==> src/rtl/dvp_camera_emitter.sv <==
// DVP camera-link transmitter: paces a valid/ready pixel stream into camera-style pclk/hsync/vsync/d frames.
// Frame timing (sync, porches, blanking) is generated here; the source only supplies active pixels.

module dvp_camera_emitter #(
  parameter int         ACTIVE_WIDTH   = 640,
  parameter int         ACTIVE_HEIGHT  = 480,
  parameter int         H_BLANK        = 16,
  parameter int         VSYNC_LINES    = 2,
  parameter int         V_BACK_PORCH   = 2,
  parameter int         V_FRONT_PORCH  = 2,
  parameter int         CLKS_PER_PIXEL = 2,
  parameter logic [7:0] FILL_PIXEL     = 8'h00
) (
  input  logic       clk_i,
  input  logic       rst_i,
  input  logic       enable_i,
  input  logic [7:0] in_pixel_i,
  input  logic       in_valid_i,
  input  logic       in_sof_i,
  output logic       in_ready_o,
  output logic       cam_pclk_o,
  output logic       cam_hsync_o,
  output logic       cam_vsync_o,
  output logic [7:0] cam_d_o,
  output logic       frame_done_o,
  output logic       underflow_o,
  output logic       misalign_o
);

  localparam int LINE_SLOTS = ACTIVE_WIDTH + H_BLANK;
  localparam int LM_A       = (VSYNC_LINES > V_BACK_PORCH) ? VSYNC_LINES : V_BACK_PORCH;
  localparam int LM_B       = (ACTIVE_HEIGHT > V_FRONT_PORCH) ? ACTIVE_HEIGHT : V_FRONT_PORCH;
  localparam int LINE_MAX   = (LM_A > LM_B) ? LM_A : LM_B;
  localparam int PH_W       = $clog2(CLKS_PER_PIXEL);
  localparam int COL_W      = (LINE_SLOTS > 1) ? $clog2(LINE_SLOTS) : 1;
  localparam int LN_W       = (LINE_MAX > 1) ? $clog2(LINE_MAX) : 1;

  localparam logic [PH_W-1:0]  PH_LAST  = PH_W'(CLKS_PER_PIXEL - 1);
  localparam logic [PH_W-1:0]  PH_HALF  = PH_W'(CLKS_PER_PIXEL / 2);
  localparam logic [COL_W-1:0] COL_LAST = COL_W'(LINE_SLOTS - 1);
  // One bit wider so a line with no blanking still compares correctly.
  localparam logic [COL_W:0]   ACT_LIM  = (COL_W + 1)'(ACTIVE_WIDTH);

  typedef enum logic [2:0] {
    ST_IDLE   = 3'd0,
    ST_VSYNC  = 3'd1,
    ST_VBP    = 3'd2,
    ST_ACTIVE = 3'd3,
    ST_VFP    = 3'd4
  } state_t;

  state_t            state_r, state_s;
  logic [PH_W-1:0]   ph_r, ph_s;
  logic [COL_W-1:0]  col_r, col_s;
  logic [LN_W-1:0]   line_r, line_s;
  logic              run_s, active_s, start_s, first_s, last_s;

  function automatic logic [LN_W-1:0] line_last(input state_t s);
    case (s)
      ST_VSYNC:  line_last = LN_W'(VSYNC_LINES - 1);
      ST_VBP:    line_last = LN_W'(V_BACK_PORCH - 1);
      ST_ACTIVE: line_last = LN_W'(ACTIVE_HEIGHT - 1);
      ST_VFP:    line_last = LN_W'(V_FRONT_PORCH - 1);
      default:   line_last = '0;
    endcase
  endfunction

  // First state of a new frame; zero-length sync/porch phases are skipped.
  function automatic state_t frame_start(input logic en);
    if (!en)                    frame_start = ST_IDLE;
    else if (VSYNC_LINES > 0)   frame_start = ST_VSYNC;
    else if (V_BACK_PORCH > 0)  frame_start = ST_VBP;
    else                        frame_start = ST_ACTIVE;
  endfunction

  function automatic state_t succ(input state_t s, input logic en);
    case (s)
      ST_VSYNC:  succ = (V_BACK_PORCH > 0) ? ST_VBP : ST_ACTIVE;
      ST_VBP:    succ = ST_ACTIVE;
      ST_ACTIVE: succ = (V_FRONT_PORCH > 0) ? ST_VFP : frame_start(en);
      ST_VFP:    succ = frame_start(en);
      default:   succ = ST_IDLE;
    endcase
  endfunction

  function automatic logic is_final(input state_t s);
    is_final = (s == ST_VFP) || ((s == ST_ACTIVE) && (V_FRONT_PORCH == 0));
  endfunction

  // Next-cycle counters and state; outputs are registered from these so they line up with the slot.
  always_comb begin
    state_s = state_r;
    ph_s    = ph_r;
    col_s   = col_r;
    line_s  = line_r;
    if (state_r == ST_IDLE) begin
      ph_s    = '0;
      col_s   = '0;
      line_s  = '0;
      state_s = frame_start(enable_i);
    end else if (ph_r != PH_LAST) begin
      ph_s = ph_r + 1'b1;
    end else begin
      ph_s = '0;
      if (col_r != COL_LAST) begin
        col_s = col_r + 1'b1;
      end else begin
        col_s = '0;
        if (line_r != line_last(state_r)) begin
          line_s = line_r + 1'b1;
        end else begin
          line_s  = '0;
          state_s = succ(state_r, enable_i);
        end
      end
    end
  end

  assign run_s    = (state_s != ST_IDLE);
  assign active_s = (state_s == ST_ACTIVE) && ({1'b0, col_s} < ACT_LIM);
  assign start_s  = run_s && (ph_s == '0);
  assign first_s  = active_s && (line_s == '0) && (col_s == '0);
  assign last_s   = is_final(state_s) && (line_s == line_last(state_s)) &&
                    (col_s == COL_LAST) && (ph_s == PH_LAST);

  // A pixel is taken in the cycle just before its slot opens.
  assign in_ready_o = !rst_i && active_s && start_s;

  // Timing FSM, counters and all registered link outputs.
  always_ff @(posedge clk_i or posedge rst_i) begin
    if (rst_i) begin
      state_r      <= ST_IDLE;
      ph_r         <= '0;
      col_r        <= '0;
      line_r       <= '0;
      cam_pclk_o   <= 1'b0;
      cam_hsync_o  <= 1'b0;
      cam_vsync_o  <= 1'b0;
      cam_d_o      <= 8'h00;
      frame_done_o <= 1'b0;
      underflow_o  <= 1'b0;
      misalign_o   <= 1'b0;
    end else begin
      state_r      <= state_s;
      ph_r         <= ph_s;
      col_r        <= col_s;
      line_r       <= line_s;
      cam_pclk_o   <= run_s && (ph_s >= PH_HALF);
      cam_hsync_o  <= active_s;
      cam_vsync_o  <= (state_s == ST_VSYNC);
      frame_done_o <= last_s;
      if (!active_s) begin
        cam_d_o <= 8'h00;
      end else if (start_s) begin
        cam_d_o <= in_valid_i ? in_pixel_i : FILL_PIXEL;
      end
      if (in_ready_o && !in_valid_i) begin
        underflow_o <= 1'b1;
      end
      // Start-of-frame must be present exactly on row 0 / col 0.
      if (in_ready_o && in_valid_i && (first_s != in_sof_i)) begin
        misalign_o <= 1'b1;
      end
    end
  end

endmodule

==> config.mk <==
export PLATFORM = sky130hd
export DESIGN_NAME = dvp_camera_emitter
export DESIGN_NICKNAME = d
export VERILOG_FILES = /design/src/rtl/dvp_camera_emitter.sv
export SDC_FILE = /design/constraint.sdc
export NUM_CORES = 1
export LEC_CHECK = 0
export ABC_AREA = 1
export CAP_MARGIN = 5
export CORE_MARGIN = 4
export CORE_UTILIZATION = 45
export CTS_BUF_LIST = sky130_fd_sc_hd__clkbuf_16
export DETAILED_ROUTE_END_ITERATION = 10
export DONT_BUFFER_PORTS = 1
export SYNTH_ARGS = -nofsm -noshare
export SYNTH_HDL_FRONTEND = slang
export SYNTH_SLANG_ARGS = --single-unit
==> constraint.sdc <==
create_clock -name clk_i -period 2.2 [get_ports clk_i]
set_input_delay 0.22 -clock clk_i [delete_from_list [all_inputs] [get_ports clk_i]]
set_output_delay 0.22 -clock clk_i [all_outputs]
set_load 0.01 [all_outputs]
==> impl_results.md <==
* Final min period at 2.19 ns
* EDFF count, synth at 0
* Maxcap violations at 0
* PnR worst setup slack at 0.00948 ns
* Worst min path class: input port to flip-flop
* Ratio of cells with drive above 1 in the final layout at 33.7%
* Leak at 0.00158 uW
* Netlist Area Pre-Place at 2300 sq um
* RSZ-0062 raised after global routing: yes
* Crit Path Class: flip-flop to output pin
* Clk root buf: clkbuf_16
* YS warnings at 0
* DRC violations left at 0
* WL met2 at 3170 um
* CTS buffer count at 5
* Fin cells at 420
* Crit Reg-Reg Startpoint: col_r[1]
* Clock Latency Late Sink at 0.28 ns
* Clock slew at reported path FFs at 0.06 ns
* Detail Placement HPWL at 4430 um
* Pin count of the biggest net entering global routing at 38
* Peak VDD IR at 0.366 mV
* DR top layer: met4
* Actual slew at the worst max-slew pin at 0.487 ns
* Clock share of power at 33.4%
* Area leader, netlist: dfrtp_1
* Global placement routability congestion at 0.958
* CTS tree: done
* Synth Flop Type: dfrtp_1
* Metal3 WL at 338 um
* Initial Util at 47.5%
* Final Core Density at 61.8%
* Sink Count at 37
* Post-DR wirelength/cell at 15.5 um
* Row cnt at 25
* Finished Cell Area at 3000 sq um
* Final ANT Viol Nets at 0
* Core area at 4850 sq um
* Synth Net Count at 332
* Sequential share of the synthesized area at 40.2%
* Final Slew Violations at 0
* Cts hold-fix bufs at 0
* Worst Setup End Kind: output pin
* # placed instances at 389
* Worst slack, placed at 0.0336 ns
* Data arrival, critical path at 1.97 ns
* Number of synthesized register bits at 37
* First-pass iteration count of the detailed router at 4
* Hold depth at 1
* Commonest cells post-synth: nand2_1, inv_1, nand3_1, dfrtp_1, nor2_1
* ANT cells at 0
* Die width at 79.6 um
* Layout Nets at 368
* Reg2Reg Capture Point: misalign_o
* Status: finished clean
* Power Dens Cells at 794 nW/um^2
* Top post-synthesis cells by area: dfrtp_1, nand2_1, nand3_1, inv_1, nor2_1
* Vias in the first global route at 2107
* Fillers at 422
* Cells after Synth at 317
* Drt total wl at 6510 um
* Final period utilization at 99.6%
* P_sw at 832 uW
* Internal at 1550 uW
* Via count at 2212
* Combinational share of power at 32.7%
* Sequential Power Share at 33.9%
* Grt ovf at 0
* Yosys top cell area share at 40.2%
* Count of final setup violators at 0
* Syn_area_per_cell at 7.27 sq um
* Vias per cell at 5.27
* Crit Path Max Fanout at 4
* R2R cell count at 16
* Met1 WL at 2860 um
* FMAX at 457 MHz
* Hold path start: in_valid_i
* Chip Height at 79.6 um
* Max Buffers Root-to-Sink at 2
* Port bufs at 0
* CTS HTree Levels at 2
* Hold EP: underflow_o
* R2R Setup Slk at 0.13 ns
* GR Util All Layers at 21.4%
* Critical Path Source Type: flip-flop
* Top Ports at 28
* First-pass GRT wire length at 10300 um
* Area Overhead vs Synth at 30.0%
* Worst Path Required at 1.98 ns
* Most common cell in the netlist: nand2_1
* Ys async rst share at 100%
* Final hold violations at 0
* Drt first-iter violations at 127
* Synth cell types at 32
* Die Area at 6330 sq um
* Clk_skew at 0.00610 ns
* Initial antenna violation count at 0
* Switching share of power at 35.0%
* Max_slew headroom at 67.6%
* Cell Area, Placed at 2430 sq um
## layout by cell type, fill, tap and decap left out, types with 2 or more instances in the layout
master,Yosys,final
buf_4,0,32
nand2_4,1,6
clkbuf_16,0,5
inv_1,47,43
inv_2,5,8
nand2_1,79,69
nor2_4,4,10
nor2_1,33,28
xnor2_1,2,2
o21ai_2,9,8
dfrtp_2,0,5
nand3_2,3,11
o21ai_0,2,2
nor3_1,5,3
inv_4,1,2
nand2_2,7,11
xor2_1,3,3
nand3b_1,3,3
a21oi_2,2,3
nand4_1,9,9
nand3_4,1,3
nor3_2,0,2
nand3_1,44,34
dfrtp_1,37,32
nor2_2,7,6
## how the worst max path moves through the flow
stage | from | endpoint | slack (ns) | cells after the start
final | col_r[1] | in_ready_o | 0.009 | 13
after CTS | col_r[1] | in_ready_o | 0.006 | 11
after global routing | col_r[1] | in_ready_o | -0.13 | 11
after detailed placement | col_r[0] | cam_d_o[1] | 0.03 | 13
after floorplan | col_r[0] | in_ready_o | 0.30 | 11
after global placement | col_r[0] | cam_d_o[6] | 0.06 | 13
## metal layers
layer  GRT usage [%]  vias up
met2            33.6       56
met4            7.73        0
met5               0        -
met1            28.6     1069
li1                -     1076
met3            5.08       11
## power groups by stage
stage / combinational, uW / clock, uW / sequential, uW
after floorplan: 422 / 0 / 783
after global placement: 586 / 0 / 797
after detailed placement: 585 / 0 / 796
after CTS: 662 / 809 / 783
after global routing: 842 / 842 / 812
final: 777 / 795 / 806
## flip-flops by register name, summed over array words and instances, names as in the netlist
| signal | flops |
|---|---|
| line_r | 9 |
| ph_r | 1 |
| state_r | 3 |
| col_r | 10 |
| underflow_o | 1 |
| cam_hsync_o | 1 |
| frame_done_o | 1 |
| cam_d_o | 8 |
| cam_pclk_o | 1 |
| cam_vsync_o | 1 |
| misalign_o | 1 |
## through the flow
stage / hold slack (ns) / power (uW) / setup TNS [ns]
2_1_floorplan: 0.379 / 1200 / 0
3_3_place_gp: 0.327 / 1380 / 0
3_5_place_dp: 0.336 / 1380 / 0
4_1_cts: 0.0264 / 2250 / 0
5_1_grt: 0.0341 / 2500 / -0.219
6_report: 0.0292 / 2380 / 0
## logic make-up after synthesis
| kind of cell | Yosys count | synth area share, % |
|---|---|---|
| flip-flops | 37 | 40.2 |
| AO/OA/AOI/OAI | 19 | 6.19 |
| XOR/XNOR | 5 | 1.90 |
| adder cells (fa/ha/maj) | 2 | 1.09 |
| AND/OR/NAND/NOR | 197 | 40.9 |
| buffers and inverters | 57 | 9.77 |
## critical path, cell delays in order (launching register included)
cell and delay (ns):
dfrtp_1 0.42, ha_4 0.20, nand2_4 0.07, nor2_4 0.05
buf_4 0.15, nand3_1 0.06, nand2_1 0.07, nand2_1 0.08
nand2_2 0.07, nand2_4 0.08, nand3_4 0.07, nor2_4 0.12
nand4_1 0.14, inv_2 0.11
## what timing repair did
action	in CTS	in global routing
gates resized for setup	16	42
setup buffers	16	9
endpoints found under the setup margin	1	12
pin swaps	11	21
## area by class of cell
| cell class | instances | area [sq um] | area share [%] |
|---|---|---|---|
| inverter | 53 | 204 | 6.81 |
| sequential | 37 | 932 | 31.1 |
| timing repair buffer | 33 | 251 | 8.39 |
| tap | 67 | 83.8 | 2.80 |
| multi-input combinational | 223 | 1370 | 45.6 |
| clock inverter | 2 | 35.0 | 1.17 |
| clock buffer | 5 | 125 | 4.18 |
Power figures use the tool's default switching activity.
